===== config.mk =====
export PLATFORM = sky130hd
export DESIGN_NAME = uart_rx_data_sampler
export DESIGN_NICKNAME = d
export VERILOG_FILES = /design/src/rtl/uart_rx_data_sampler.sv
export SDC_FILE = /design/constraint.sdc
export NUM_CORES = 1
export LEC_CHECK = 0
export CAP_MARGIN = 10
export CORE_UTILIZATION = 45
export DETAILED_ROUTE_END_ITERATION = 6
export PLACE_DENSITY = 0.71
export RECOVER_POWER = 25
export REMOVE_ABC_BUFFERS = 1
export SYNTH_ARGS = -nofsm -noshare
export SYNTH_HDL_FRONTEND = slang
export SYNTH_SLANG_ARGS = --single-unit

===== constraint.sdc =====
create_clock -name clk_RX -period 2.8 [get_ports clk_RX]
set_input_delay 0.84 -clock clk_RX [delete_from_list [all_inputs] [get_ports clk_RX]]
set_output_delay 0.84 -clock clk_RX [all_outputs]
set_load 0.01 [all_outputs]

===== src/rtl/uart_rx_data_sampler.sv =====
// UART RX front end: oversample counters, bit-centre voting, LSB-first deserialiser.
// `define RX_MAJORITY_VOTE_EN for a 3-sample vote; default uses the centre sample only.
module uart_rx_data_sampler #(
  parameter int DATA_WIDTH = 8,
  parameter int PRESCALE_W = 6,
  parameter int BIT_CNT_W  = 4
) (
  input  logic                  clk_RX,
  input  logic                  rst,
  input  logic                  RX_IN,
  input  logic [PRESCALE_W-1:0] Prescale,
  input  logic                  cnt_en,
  input  logic                  deser_en,
  output logic [PRESCALE_W-1:0] edge_cnt,
  output logic [BIT_CNT_W-1:0]  bit_cnt,
  output logic                  bit_done,
  output logic                  sampled_bit,
  output logic                  sample_valid,
  output logic [DATA_WIDTH-1:0] P_DATA
);

  logic                  cnt_en_q;
  logic                  en_rise;
  logic [PRESCALE_W-1:0] p_q;
  logic [PRESCALE_W-1:0] p_new;
  logic [PRESCALE_W-1:0] p_eff;
  logic [PRESCALE_W-1:0] half;
  logic                  edge_last;
  logic                  at_s1;
  logic                  at_s2;
  logic                  vote;

  always_comb begin
    p_new = PRESCALE_W'(8);
    unique case (1'b1)
      (Prescale == PRESCALE_W'(16)): p_new = Prescale;
      (Prescale == PRESCALE_W'(32)): p_new = Prescale;
      default:                       p_new = PRESCALE_W'(8);
    endcase
  end

  // the first enabled cycle already uses the freshly latched ratio
  assign en_rise   = cnt_en & ~cnt_en_q;
  assign p_eff     = en_rise ? p_new : p_q;
  assign half      = p_eff >> 1;
  assign edge_last = (edge_cnt == p_eff - PRESCALE_W'(1));
  assign at_s1     = (edge_cnt == half);
  assign at_s2     = (edge_cnt == half + PRESCALE_W'(1));

`ifdef RX_MAJORITY_VOTE_EN
  logic s0;
  logic s1;
  logic at_s0;

  assign at_s0 = (edge_cnt == half - PRESCALE_W'(1));

  always_ff @(posedge clk_RX) begin
    if (rst) begin
      s0 <= 1'b0;
      s1 <= 1'b0;
    end else if (cnt_en) begin
      if (at_s0) s0 <= RX_IN;
      if (at_s1) s1 <= RX_IN;
    end
  end

  // third sample is taken straight off the line on the voting edge
  assign vote = (s0 & s1) | (s0 & RX_IN) | (s1 & RX_IN);
`else
  logic s1;

  always_ff @(posedge clk_RX) begin
    if (rst) begin
      s1 <= 1'b0;
    end else if (cnt_en && at_s1) begin
      s1 <= RX_IN;
    end
  end

  assign vote = s1;
`endif

  always_ff @(posedge clk_RX) begin
    if (rst) begin
      cnt_en_q     <= 1'b0;
      p_q          <= '0;
      edge_cnt     <= '0;
      bit_cnt      <= '0;
      bit_done     <= 1'b0;
      sampled_bit  <= 1'b0;
      sample_valid <= 1'b0;
      P_DATA       <= '0;
    end else begin
      cnt_en_q     <= cnt_en;
      bit_done     <= 1'b0;
      sample_valid <= 1'b0;
      if (!cnt_en) begin
        edge_cnt <= '0;
        bit_cnt  <= '0;
      end else begin
        if (en_rise) p_q <= p_new;
        if (edge_last) begin
          edge_cnt <= '0;
          bit_done <= 1'b1;
          if (bit_cnt != '1)
            bit_cnt <= bit_cnt + BIT_CNT_W'(1);
        end else begin
          edge_cnt <= edge_cnt + PRESCALE_W'(1);
        end
        if (at_s2) begin
          sampled_bit  <= vote;
          sample_valid <= 1'b1;
          if (deser_en)
            P_DATA <= {vote, P_DATA[DATA_WIDTH-1:1]};
        end
      end
    end
  end

endmodule

=== After elaboration in Yosys (flattened, before gate mapping) ===
Cells that the tools add are included.

* Shift operators: 0
* $lt $le $gt $ge: 0
* Divide/modulo/power cells: 0
* Equality and inequality tests: 6
* Muxes and demuxes: 4
* Add/sub/neg operators: 4
* Bitwise gates (word level): 3
* Reduce and logical (&&, ||, !) cells: 7
* Multipliers: 0

{| class="wikitable"
|+ Operator list
! kind !! count
|-
| 6-bit == test || 2
|-
| 6-bit 2-to-1 mux || 2
|-
| 5-bit by 1-bit adder with 6-bit output, second input constant || 1
|-
| 6-bit by 1-bit adder with 6-bit output, second input constant || 1
|-
| 6-bit by 5-bit == test with 1-bit output || 1
|-
| 6-bit by 5-bit == test with 1-bit output, second input constant || 1
|-
| 6-bit == test, second input constant || 1
|-
| 6-bit by 1-bit subtractor with 6-bit output, second input constant || 1
|-
| 4-bit by 1-bit adder with 4-bit output, second input constant || 1
|-
| 4-bit != test, second input constant || 1
|-
| 2-bit AND reduction || 2
|-
| 2-bit OR reduction || 2
|-
| 3-bit AND reduction || 1
|-
| 3-bit OR reduction || 1
|-
| 1-bit 2-to-1 mux || 2
|-
| 1-bit inverter || 2
|-
| 1-bit AND || 1
|-
| 1-bit logical AND || 1
|}

* Bits in read-only memories: 0
* RAM bits: 0
* Memories kept: 0
* Input bits: 11
* Latch bits: 0
* Register bits after elaboration: 29
* Word-level logic and storage cells: 33
* Output and inout bits: 21

=== Depth between registers and ports, before layout ===
Gate-level depths: netlist (run 1).

* Depth after elaboration: 7
* Depth in mapped cells: 12
* Mapped depth without buffers: 11

=== Worst setup path after synthesis (run 1) ===
OpenSTA, ideal clock, no wires.

* Path kind: input port to flip-flop
* From: in Prescale[2]
* To: reg P_DATA[6]
* Data arrival time: 2.590 ns
* Required time: 2.728 ns
* Path buffers: 0
* Stages: 7
* Setup slack: 0.139 ns
* Setup time: 0.072 ns
* Path through: nor4_4 > a22oi_4 > xnor3_1 > a2111oi_4 > o211a_4 > and2_2 > mux2i_1

* Word-level cells in the longest chain between the ends: 7
* Elaborated cells on any way between the ends: 8
* Those cells by class: add/sub (1); eq/ne (3); mux (2); reduce/logical (2)

{| class="wikitable"
|+ RTL lines
! element !! RTL line !! text
|-
| start: declaration || 11 || <nowiki>input logic [PRESCALE_W-1:0] Prescale,</nowiki>
|-
| 6-bit by 5-bit == test with 1-bit output / 6-bit == test (equally long branches) || 36, 37 ||
|-
| 2-bit OR reduction (no line) || n/a ||
|-
| 6-bit 2-to-1 mux (*) || 35 || <nowiki>unique case (1'b1)</nowiki>
|-
| 6-bit 2-to-1 mux (*) || n/a ||
|-
| 5-bit by 1-bit adder with 6-bit output (*) || 48 || <nowiki>assign at_s2 = (edge_cnt == half + PRESCALE_W'(1));</nowiki>
|-
| 6-bit == test (*) || 48 ||
|-
| 3-bit AND reduction (no line) (*) || n/a ||
|-
| end signal: assignment || 114 || <nowiki>P_DATA <= {vote, P_DATA[DATA_WIDTH-1:1]};</nowiki>
|-
| end: declaration || 19 || <nowiki>output logic [DATA_WIDTH-1:0] P_DATA</nowiki>
|}

Mark *: on every way between the ends. The rest lies on a longest branch, timed or not.
A chain may end at the register's enable or synchronous reset.

=== Worst setup path after layout (run 1) ===
* From: in Prescale[4]
* To: reg bit_cnt[2]

* Word-level cells in the longest chain between the ends: 7
* Elaborated cells on any way between the ends: 8
* Those cells by class: add/sub (1); eq/ne (3); mux (2); reduce/logical (2)

{| class="wikitable"
|+ RTL lines
! element !! RTL line !! text
|-
| 6-bit by 5-bit == test with 1-bit output / 6-bit == test (equally long branches) || 36, 37 ||
|-
| 2-bit OR reduction (no line) || n/a ||
|-
| 6-bit 2-to-1 mux (*) || 35 ||
|-
| 6-bit 2-to-1 mux (*) || n/a ||
|-
| 6-bit by 1-bit subtractor with 6-bit output (*) || 46 || <nowiki>assign edge_last = (edge_cnt == p_eff - PRESCALE_W'(1));</nowiki>
|-
| 6-bit == test (*) || 46 ||
|-
| 2-bit AND reduction (no line) (*) || n/a ||
|-
| end signal: assignment || 106 || <nowiki>bit_cnt <= bit_cnt + BIT_CNT_W'(1);</nowiki>
|-
| end: declaration || 15 || <nowiki>output logic [BIT_CNT_W-1:0] bit_cnt,</nowiki>
|}

Marked as above.

==> impl_results.rst, run 1 <==
.. list-table::
   :header-rows: 1

   * - Metric
     - Value
   * - Run status
     - finished, final reports clean
   * - Area of all placed cells without fillers
     - 2290 sq um
   * - Number of flops mapped to enable cells by yosys
     - 0
   * - Average routed wire per standard cell
     - 14.4 um
   * - Relative slew slack
     - 0.501
   * - TritonCTS clock tree
     - yes
   * - Data arrival time of the critical path
     - 3.01 ns
   * - Detailed-route DRC error count
     - 0
   * - Num CTS Buffers
     - 5
   * - Maxcap violations
     - 0
   * - Clk pin slew, worst setup/hold paths
     - 0.10 ns
   * - Routed metal-1 wirelength
     - 1830 um
   * - Data required time at the worst endpoint
     - 3.03 ns
   * - Critical Path Source Type
     - input pin
   * - Mapped Area
     - 1650 sq um
   * - Total die area
     - 3910 sq um
   * - Hold Vio Cnt, Final
     - 0
   * - Global-route total usage across every layer
     - 0.212
   * - Number of nets in the layout
     - 242
   * - Number of antenna violations at the first check in global routing
     - 0
   * - Capturing point of the worst reg2reg path
     - bit_cnt[2]
   * - Maximum frequency from static timing analysis
     - 0.360 GHz
   * - Total power per unit cell area
     - 360 nW/um^2
   * - Worst r2r src
     - p_q[1]
   * - Hold endpoint
     - sampled_bit
   * - Number of pins exceeding their max-slew limit in the final report
     - 0
   * - Min-Delay Startpoint
     - sampled_bit
   * - Hold-fix buffers at CTS
     - 0
   * - Clk Latency, worst-skew pair
     - 0.33 ns
   * - First-pass detailed-route iteration total
     - 4
   * - Highest routed metal layer
     - met4
   * - Sequential-to-total area share from yosys stat
     - 0.352
   * - Iter 0 DRT Violations
     - 130
   * - Starting density of the core
     - 0.483
   * - Met2 wire len
     - 1920 um
   * - Pin count of the biggest net entering global routing
     - 19
   * - Crit share post-route
     - 0.991
   * - Proportion of synthesized flip-flops having asynchronous set or reset
     - 0
   * - Filler Cell Count
     - 285
   * - Count of pins on the block boundary
     - 32
   * - Count of unique library cells instantiated by Yosys
     - 45
   * - Post-Synthesis Mean Instance Area
     - 9.42 sq um
   * - Slew at the pin with the worst max-slew slack
     - 0.749 ns
   * - Worst supply voltage drop on vdd
     - 0.308 mV
   * - Final standard cell utilization of the core
     - 0.670
   * - Final weighted congestion in routability-driven placement
     - 0.859
   * - Layout Skew
     - 0.0102 ns
   * - Minimum setup slack among reg-to-reg paths
     - 0.49 ns
   * - Hold depth
     - 2
   * - Detailed Route WL
     - 3950 um
   * - Count of mapped cells out of synthesis
     - 175
   * - Area growth syn-to-layout
     - 38.8%
   * - Number of setup violations in the final report
     - 0
   * - Crit. End Element
     - flop
   * - Horizontal die dimension
     - 62.5 um
   * - Total via count after detailed routing
     - 1430
   * - Class of the tightest hold or removal check
     - reg2reg
   * - Via density per instance
     - 5.22
   * - Ant. Diodes
     - 0
   * - CTS H-Tree Depth
     - 2
   * - Detailed Place HPWL
     - 2720 um
   * - Port buffer count
     - 31
   * - Longest Clk Path Bufs
     - 2
   * - Launching element of the worst setup path
     - Prescale[4]
   * - Worst r2r path cells
     - 6
   * - CTS Root Cell
     - sky130_fd_sc_hd__clkbuf_4
   * - Core area
     - 3420 sq um
   * - Placement Cell Area
     - 2090 sq um
   * - Final min period
     - 2.78 ns
   * - Die Span Y
     - 62.5 um
   * - Predominant post-synthesis flop cell
     - sky130_fd_sc_hd__dfxtp_1
   * - Detailed route wirelength on metal3
     - 145 um
   * - Highest net fanout along the worst path
     - 3
   * - Vias in the first global route
     - 1419
   * - Final global-route overflow total
     - 0
   * - Standard-cell rows
     - 21
   * - Leak Pwr
     - 0.966 nW
   * - Yosys warning count
     - 0
   * - Number of synthesized register bits
     - 29
   * - Clock tree sinks
     - 29
   * - Classification of the worst setup path
     - in2reg
   * - Post-route antenna net violation count
     - 0
   * - First-pass GRT wire length
     - 6490 um
   * - Layout cells sized above 1
     - 0.254
[metrics by stage]
stage / cells / total power [mW] / worst slack (ns) / hold slack [ns] / setup TNS [ns]
floorplan: 167 / 0.476 / 0.139 / 0.438 / 0
global placement: 262 / 0.522 / -0.445 / 0.446 / -7.50
detailed placement: 262 / 0.524 / -0.533 / 0.451 / -9.23
CTS: 273 / 0.825 / 0.00925 / 0.464 / 0
global route: 274 / 0.860 / -0.0909 / 0.489 / -0.146
finish: 274 / 0.823 / 0.0245 / 0.455 / 0
[critical path, cell delays in order]
cell and delay (ns):
sky130_fd_sc_hd__clkdlybuf4s50_1 0.52, sky130_fd_sc_hd__and4bb_2 0.26, sky130_fd_sc_hd__a22oi_2 0.25, sky130_fd_sc_hd__xor2_2 0.23, sky130_fd_sc_hd__and3_1 0.26, sky130_fd_sc_hd__a311o_1 0.21
sky130_fd_sc_hd__a41oi_1 0.16, sky130_fd_sc_hd__a311oi_1 0.27
[cell usage after synthesis (2+ instances only)]
master,number,area share
sky130_fd_sc_hd__dfxtp_1,29,0.35
sky130_fd_sc_hd__nand2_1,18,0.041
sky130_fd_sc_hd__nor3_1,14,0.042
sky130_fd_sc_hd__nor2_1,12,0.027
sky130_fd_sc_hd__xnor2_1,12,0.064
sky130_fd_sc_hd__mux2i_1,11,0.067
sky130_fd_sc_hd__xor2_1,9,0.048
sky130_fd_sc_hd__nand2b_1,7,0.027
sky130_fd_sc_hd__nand3_1,7,0.021
sky130_fd_sc_hd__or2b_2,5,0.027
sky130_fd_sc_hd__ha_1,4,0.030
sky130_fd_sc_hd__and3_1,3,0.011
sky130_fd_sc_hd__clkbuf_1,3,0.0068
sky130_fd_sc_hd__inv_1,3,0.0068
sky130_fd_sc_hd__o21ai_0,3,0.0091
sky130_fd_sc_hd__a311oi_1,2,0.011
sky130_fd_sc_hd__and4bb_2,2,0.015
sky130_fd_sc_hd__buf_6,2,0.014
sky130_fd_sc_hd__nor2b_1,2,0.0076
sky130_fd_sc_hd__o21a_1,2,0.0091
[how the worst max path moves through the flow]
| stage | endpoint | cells after the start |
|---|---|---|
| floorplan | P_DATA[6] | 7 |
| global placement | edge_cnt[3] | 9 |
| detailed placement | P_DATA[6] | 11 |
| CTS | bit_cnt[3] | 10 |
| global route | bit_cnt[3] | 10 |
| finish | bit_cnt[2] | 8 |
[where the power goes]
group          leakage [nW]  internal [mW]  switching, mW
clock network        0.0413          0.145          0.150
registers             0.234          0.417        0.00703
logic                 0.690         0.0508         0.0526
[state kept, by name, indices dropped and copies added (netlist names)]
name / cells
edge_cnt: 6
bit_cnt: 4
bit_done: 1
P_DATA: 8
p_q: 6
sampled_bit: 1
s1: 1
cnt_en_q: 1
sample_valid: 1
[layout by cell type (no fill, tap or decap), types with 2 or more instances in the layout]
cell	synthesis	routed
sky130_fd_sc_hd__nor2_2	0	2
sky130_fd_sc_hd__o21a_1	2	2
sky130_fd_sc_hd__nor3_1	14	13
sky130_fd_sc_hd__inv_1	3	4
sky130_fd_sc_hd__nand2b_1	7	6
sky130_fd_sc_hd__xnor2_1	12	12
sky130_fd_sc_hd__mux2i_1	11	11
sky130_fd_sc_hd__ha_1	4	4
sky130_fd_sc_hd__nor2_1	12	10
sky130_fd_sc_hd__and4bb_2	2	2
sky130_fd_sc_hd__dfxtp_1	29	29
sky130_fd_sc_hd__xor2_1	9	8
sky130_fd_sc_hd__clkdlybuf4s50_1	0	21
sky130_fd_sc_hd__o21ai_0	3	3
sky130_fd_sc_hd__buf_4	1	20
sky130_fd_sc_hd__dlygate4sd3_1	0	6
sky130_fd_sc_hd__clkbuf_4	0	5
sky130_fd_sc_hd__dlymetal6s2s_1	0	3
sky130_fd_sc_hd__nand2_1	18	17
sky130_fd_sc_hd__nand3_1	7	7
sky130_fd_sc_hd__or2b_2	5	5
sky130_fd_sc_hd__clkbuf_8	0	2
sky130_fd_sc_hd__and3_1	3	2
[final cells by class]
type                       count  area (sq um)  area share
multi-input combinational    134          1080       0.473
inverter                       4          15.0     0.00656
sequential                    29           581       0.254
clock buffer                   7          65.1      0.0284
tap                           46          57.6      0.0252
clock inverter                 1          5.00     0.00219
timing repair buffer          53           482       0.210
[what timing repair did]
action | CTS | global route
gates resized for setup | 9 | 13
setup endpoints to repair | 17 | 9
pin swaps | 4 | 9
setup buffers | 3 | 1
[per-layer routing]
metal | vias to the layer above | track usage
met3 | 6 | 0.0602
met2 | 31 | 0.359
met1 | 672 | 0.253
met5 | - | 0
li1 | 721 | -
met4 | 0 | 0.0814
[kinds of logic after synthesis]
group	synth area share
and+or+nand+nor	0.269
xor gates and xnor gates	0.125
AOI/OAI and AO/OA	0.112
muxes	0.0668
DFF	0.352
buffers and inverters	0.0440
adders and majority gates	0.0304
No activity file was read; power rests on OpenSTA's default activity.
==> run 2, diff against run 1 <==
--- a/config.mk
+++ b/config.mk
@@ -5,7 +5,8 @@
 export SDC_FILE = /design/constraint.sdc
 export NUM_CORES = 1
 export LEC_CHECK = 0
-export CAP_MARGIN = 10
+export CAP_MARGIN = 30
+export CORE_ASPECT_RATIO = 1.25
 export CORE_UTILIZATION = 45
 export DETAILED_ROUTE_END_ITERATION = 6
 export PLACE_DENSITY = 0.71
==> run 2 against run 1 <==
Core utilization is 1.0 points higher. Highest routed layer unchanged. First-iteration DRC count fell by 48%. Fmax increased by 1.8%. Setup slack better by 0.048 ns. Clock skew fell by 0.0014 ns. Die area about the same. Cell area increased by 3.6%. Critical path depth rose by 2. Critical endpoint is now bit_cnt[3].
==> impl_results.rst, run 2 (synthesis results as in run 1) <==
.. list-table::
   :header-rows: 1

   * - Metric
     - Value
   * - Num CTS Buffers
     - 5
   * - Layout cells sized above 1
     - 0.275
   * - Placed Instances
     - 258
   * - Standard-cell rows
     - 24
   * - Worst supply voltage drop on vdd
     - 0.458 mV
   * - Count of pins on the block boundary
     - 32
   * - Net switching power of the design
     - 0.208 mW
   * - Final min period
     - 2.73 ns
   * - Maxcap violations
     - 0
   * - Crit share post-route
     - 0.974
   * - Hold Vio Cnt, Final
     - 0
   * - Non-filler instance count after layout
     - 275
   * - Number of nets in the layout
     - 250
   * - TritonCTS clock tree
     - yes
   * - Clock tree sinks
     - 29
   * - Ant. Diodes
     - 0
   * - Run status
     - finished, final reports clean
   * - Critical-path cell list
     - clkdlybuf4s50_1, and4bb_2, a22oi_4, buf_6, o221ai_1, nor3_2, a311oi_2, buf_4, nor3b_2, mux2i_1
   * - Via density per instance
     - 5.39
   * - First-pass detailed-route iteration total
     - 4
   * - Slew at the pin with the worst max-slew slack
     - 0.734 ns
   * - Number of antenna violations at the first check in global routing
     - 0
   * - CTS H-Tree Depth
     - 2
   * - Longest Clk Path Bufs
     - 2
   * - Total die area
     - 3910 sq um
   * - Power consumption
     - 0.969 mW
   * - Part of the total power dissipated in the clock network
     - 0.454
   * - Final global-route overflow total
     - 0
   * - Share of power burned in combinational logic
     - 0.107
   * - Filler Cell Count
     - 281
   * - Most frequent cells in the layout
     - 29 x sky130_fd_sc_hd__dfxtp_1, 28 x sky130_fd_sc_hd__buf_4, 20 x sky130_fd_sc_hd__clkdlybuf4s50_1, 17 x sky130_fd_sc_hd__nand2_1
   * - CTS Root Cell
     - sky130_fd_sc_hd__clkbuf_8
   * - Global-route total usage across every layer
     - 0.219
   * - Die Span Y
     - 69.7 um
   * - Class of the tightest hold or removal check
     - reg2reg
   * - Number of pins exceeding their max-slew limit in the final report
     - 0
   * - Core area
     - 3480 sq um
   * - Total via count after detailed routing
     - 1483
   * - Crit-path slowest cell
     - sky130_fd_sc_hd__clkdlybuf4s50_1
   * - Relative slew slack
     - 0.511
   * - Setup TNS Final
     - 0 ns
   * - Vias in the first global route
     - 1525
   * - Leak Pwr
     - 1.02 nW
   * - Total power per unit cell area
     - 409 nW/um^2
   * - Pin count of the biggest net entering global routing
     - 19
   * - Critical Path Source Type
     - input pin
   * - First-pass GRT wire length
     - 6800 um
   * - Classification of the worst setup path
     - in2reg
   * - Clk Latency, worst-skew pair
     - 0.28 ns
   * - Layout Skew
     - 0.00875 ns
   * - Highest net fanout along the worst path
     - 4
   * - Detailed Place HPWL
     - 2900 um
   * - Sw frac
     - 0.215
   * - Area growth syn-to-layout
     - 43.7%
   * - Final weighted congestion in routability-driven placement
     - 0.889
   * - Post-route antenna net violation count
     - 0
   * - Detailed Route WL
     - 4080 um
   * - Register with the most flip-flops
     - P_DATA
   * - Horizontal die dimension
     - 56.1 um
   * - Iter 0 DRT Violations
     - 68
   * - Detailed-route DRC error count
     - 0
   * - Portion of total power attributed to sequential cells
     - 0.439
   * - Leading cell type in the layout, fill and taps excluded
     - sky130_fd_sc_hd__dfxtp_1
   * - Number of setup violations in the final report
     - 0
   * - Largest registers
     - P_DATA: 8 flops, edge_cnt: 6 flops, p_q: 6 flops
   * - Data required time at the worst endpoint
     - 3.01 ns
   * - Number of flip-flops under the largest register name
     - 8
   * - Data arrival time of the critical path
     - 2.93 ns
   * - Average routed wire per standard cell
     - 14.8 um
   * - Cell internal pwr
     - 0.761 mW
   * - Crit. End Element
     - flop
   * - Maximum frequency from static timing analysis
     - 0.367 GHz
   * - Starting density of the core
     - 0.473
   * - Clk pin slew, worst setup/hold paths
     - 0.06 ns
   * - Port buffer count
     - 31
   * - Slowest cell delay on critical path
     - 0.45 ns
[run 2: cell types whose count changed in the layout (fill, tap and decap cells not counted), sizes merged]
cell           change
clkinv             -1
dlymetal6s2s       +1
bufinv             +1
buf                +8
clkdlybuf4s50      -1
[run 2: area by class of cell]
class | count | area [sq um] | area share
inverters | 4 | 15.0 | 0.00634
well taps | 39 | 48.8 | 0.0206
clock inverters | 1 | 30.0 | 0.0127
repair buffers | 61 | 544 | 0.230
flip-flops and latches | 29 | 581 | 0.245
clock buffers | 7 | 86.3 | 0.0364
multi-input cells | 134 | 1060 | 0.449
[run 2: layer usage]
layer  vias up  global-route usage  share of wire
li1        727                   -              -
met1       707               0.237           0.40
met2        47               0.410           0.54
met3         2              0.0578          0.059
met4         0              0.0596         0.0020
met5         -                   0              0
[run 2: timing repair]
item / in CTS / in global routing
gates resized for setup: 10 / 11
endpoints found under the hold margin: 0 / 0
setup endpoints to repair: 17 / 17
buffers inserted: 6 / 3
hold buffers: 0 / 0
pin swaps: 9 / 7
gates cloned: 0 / 0
[run 2: metrics by stage]
step                      instance area [sq um]   util  worst slack [ns]  hold slack [ns]
after floorplan                            1590      -             0.139            0.438
after global placement                     2110  0.605            -0.374            0.442
after detailed placement                   2110  0.605            -0.435            0.456
after CTS                                  2300  0.661           0.00123            0.467
after global routing                       2370  0.680          -0.00456            0.495
final                                      2370  0.680            0.0725            0.464
[run 2: path summary, 6_finish.rpt]
kind,startpoint,endpoint,slack [ns],cells after the start
max,Prescale[4],bit_cnt[3],0.07,10
min reg2reg,sampled_bit,sampled_bit,0.46,2
max reg2reg,cnt_en_q,P_DATA[6],0.40,8
min,sampled_bit,sampled_bit,0.46,2
[run 2: power groups by stage]
stage / Sequential [mW] / Clock (mW) / Combinational (mW)
after floorplan: 0.432 / 0 / 0.0434
after detailed placement: 0.434 / 0 / 0.0959
after global placement: 0.434 / 0 / 0.0933
after global routing: 0.426 / 0.470 / 0.111
final: 0.426 / 0.440 / 0.103
after CTS: 0.425 / 0.451 / 0.101
[run 2: critical path: cells and delay by family]
family / cells / cell delay, ns
buffers and inverters: 3 / 0.77
AOI/OAI and AO/OA: 3 / 0.36
muxes: 1 / 0.20
and+or+nand+nor: 3 / 0.75
==> run 3, diff against run 2 <==
--- a/config.mk
+++ b/config.mk
@@ -7,9 +7,9 @@
 export LEC_CHECK = 0
 export CAP_MARGIN = 30
 export CORE_ASPECT_RATIO = 1.25
-export CORE_UTILIZATION = 45
+export CORE_UTILIZATION = 50
 export DETAILED_ROUTE_END_ITERATION = 6
-export PLACE_DENSITY = 0.71
+export PLACE_DENSITY = 0.77
 export RECOVER_POWER = 25
 export REMOVE_ABC_BUFFERS = 1
 export SYNTH_ARGS = -nofsm -noshare
==> run 3 against run 2 <==
First-iteration DRC count is 46% lower. Critical path depth is 1 lower. Hold slack better by 0.0040 ns. Critical path type unchanged. Highest routed layer unchanged.
==> impl_results.rst, run 3 (synthesis results as in run 1) <==
.. list-table::
   :header-rows: 1

   * - Metric
     - Value
   * - Total via count after detailed routing
     - 1464
   * - Worst supply voltage drop on vdd
     - 0.354 mV
   * - Longest Clk Path Bufs
     - 2
   * - Hold Vio Cnt, Final
     - 0
   * - Largest registers
     - P_DATA: 8 flops, edge_cnt: 6 flops, p_q: 6 flops
   * - Via density per instance
     - 5.46
   * - TritonCTS clock tree
     - yes
   * - Pin count of the biggest net entering global routing
     - 19
   * - Hold depth
     - 2
   * - Clock tree sinks
     - 29
   * - Relative slew slack
     - 0.505
   * - Data arrival time of the critical path
     - 3.01 ns
   * - Core area
     - 3030 sq um
   * - Worst hold margin
     - 0.468 ns
   * - Ant. Diodes
     - 0
   * - Area growth syn-to-layout
     - 37.5%
   * - Data required time at the worst endpoint
     - 3.05 ns
   * - Die Span Y
     - 66.2 um
   * - Starting density of the core
     - 0.545
   * - Footprint of the flip-flops and latches
     - 581 sq um
   * - Global-route total usage across every layer
     - 0.261
   * - Maxcap violations
     - 0
   * - Filler Cell Count
     - 231
   * - Final min period
     - 2.76 ns
   * - Classification of the worst setup path
     - in2reg
   * - Iter 0 DRT Violations
     - 37
   * - Highest net fanout along the worst path
     - 7
   * - Slew at the pin with the worst max-slew slack
     - 0.742 ns
   * - Crit. End Element
     - flop
   * - Class of the tightest hold or removal check
     - reg2reg
   * - Port buffer count
     - 31
   * - CTS Root Cell
     - sky130_fd_sc_hd__clkbuf_4
   * - Number of nets in the layout
     - 246
   * - Horizontal die dimension
     - 53.4 um
   * - Worst r2r path cells
     - 11
   * - Layout cells sized above 1
     - 0.267
   * - Maximum frequency from static timing analysis
     - 0.363 GHz
   * - First-pass GRT wire length
     - 6620 um
   * - Hold-fix buffers at CTS
     - 0
   * - Most frequent cells in the layout
     - 29 x sky130_fd_sc_hd__dfxtp_1, 25 x sky130_fd_sc_hd__buf_4, 24 x sky130_fd_sc_hd__clkdlybuf4s50_1, 17 x sky130_fd_sc_hd__nand2_1
   * - Post-route antenna net violation count
     - 0
   * - Final global-route overflow total
     - 0
   * - CTS H-Tree Depth
     - 2
   * - Standard-cell rows
     - 22
   * - Detailed-route DRC error count
     - 0
   * - Num CTS Buffers
     - 5
   * - Non-filler instance count after layout
     - 268
   * - Run status
     - finished, final reports clean
   * - Final weighted congestion in routability-driven placement
     - 0.850
   * - Number of antenna violations at the first check in global routing
     - 0
   * - Critical Path Source Type
     - input pin
   * - Crit share post-route
     - 0.984
   * - Register with the most flip-flops
     - P_DATA
   * - Count of pins on the block boundary
     - 32
   * - Detailed Route WL
     - 4060 um
   * - Clk pin slew, worst setup/hold paths
     - 0.09 ns
   * - Layout Skew
     - 0.00984 ns
   * - Combined area of the multi-input logic cells
     - 1080 sq um
   * - Number of setup violations in the final report
     - 0
   * - Average routed wire per standard cell
     - 15.1 um
   * - Total power per unit cell area
     - 340 nW/um^2
   * - Unrepaired setup endpoints after global routing
     - true
   * - First-pass detailed-route iteration total
     - 4
   * - Placed Instances
     - 255
   * - Setup TNS Final
     - 0 ns
   * - Detailed Place HPWL
     - 2900 um
   * - Vias in the first global route
     - 1511
   * - Number of flip-flops under the largest register name
     - 8
   * - Total die area
     - 3530 sq um
   * - Clk Latency, worst-skew pair
     - 0.33 ns
   * - Final standard cell utilization of the core
     - 0.749
   * - Leak Pwr
     - 0.950 nW
   * - Number of pins exceeding their max-slew limit in the final report
     - 0
   * - Leading cell type in the layout, fill and taps excluded
     - sky130_fd_sc_hd__dfxtp_1
-- run 3: cell types whose count changed in the layout (fill, tap and decap cells not counted), sizes merged --
| cell | before | now |
|---|---|---|
| buf | 29 | 25 |
| clkdlybuf4s50 | 20 | 24 |
| dlymetal6s2s | 4 | 0 |
| bufinv | 1 | 0 |
| clkbuf | 8 | 9 |
-- run 3: routing by layer --
| metal | up-vias | part of all wire | global-route usage |
|---|---|---|---|
| li1 | 722 | - | - |
| met1 | 688 | 0.41 | 0.283 |
| met2 | 43 | 0.52 | 0.463 |
| met3 | 11 | 0.043 | 0.0644 |
| met4 | 0 | 0.026 | 0.115 |
| met5 | - | 0 | 0 |
-- run 3: where the power goes --
group,switching [mW],internal [mW]
clock,0.141,0.0999
sequential,0.00773,0.417
combinational,0.0512,0.0540
total,0.200,0.571
-- run 3: metrics by stage --
stage / setup WS, ns / area [sq um] / power [mW]
2_1_floorplan: 0.139 / 1590 / 0.476
4_1_cts: 0.0559 / 2240 / 0.774
6_report: 0.0437 / 2270 / 0.770
3_5_place_dp: -0.556 / 2100 / 0.528
5_1_grt: -0.0504 / 2270 / 0.807
3_3_place_gp: -0.444 / 2100 / 0.524
-- run 3: final timing paths --
path                    start          end  slack (ns)
setup reg to reg     cnt_en_q    P_DATA[6]        0.37
hold reg to reg   sampled_bit  sampled_bit        0.47
hold / removal    sampled_bit  sampled_bit        0.47
setup / recovery  Prescale[2]   bit_cnt[3]        0.04
-- run 3: area by class of cell --
| class | count | area share |
|---|---|---|
| Timing Repair Buffer | 57 | 0.221 |
| Sequential cell | 29 | 0.256 |
| Clock buffer | 8 | 0.0215 |
| Tap cell | 36 | 0.0199 |
| Inverter | 4 | 0.00662 |
| Multi-Input combinational cell | 134 | 0.475 |
-- run 3: critical path, cell delays in order --
cell	delay, ns
sky130_fd_sc_hd__clkdlybuf4s50_1	0.44
sky130_fd_sc_hd__nor4_4	0.27
sky130_fd_sc_hd__buf_4	0.18
sky130_fd_sc_hd__and3_4	0.24
sky130_fd_sc_hd__o21ai_0	0.18
sky130_fd_sc_hd__xnor2_2	0.24
sky130_fd_sc_hd__and3_1	0.21
sky130_fd_sc_hd__nor3b_2	0.19
sky130_fd_sc_hd__mux2i_1	0.21
-- run 3: repair_timing --
action	4_1_cts	5_1_grt
buffers inserted	4	1
pin swaps	5	6
gates resized for setup	15	4
gates cloned	0	0
endpoints found under the setup margin	19	10
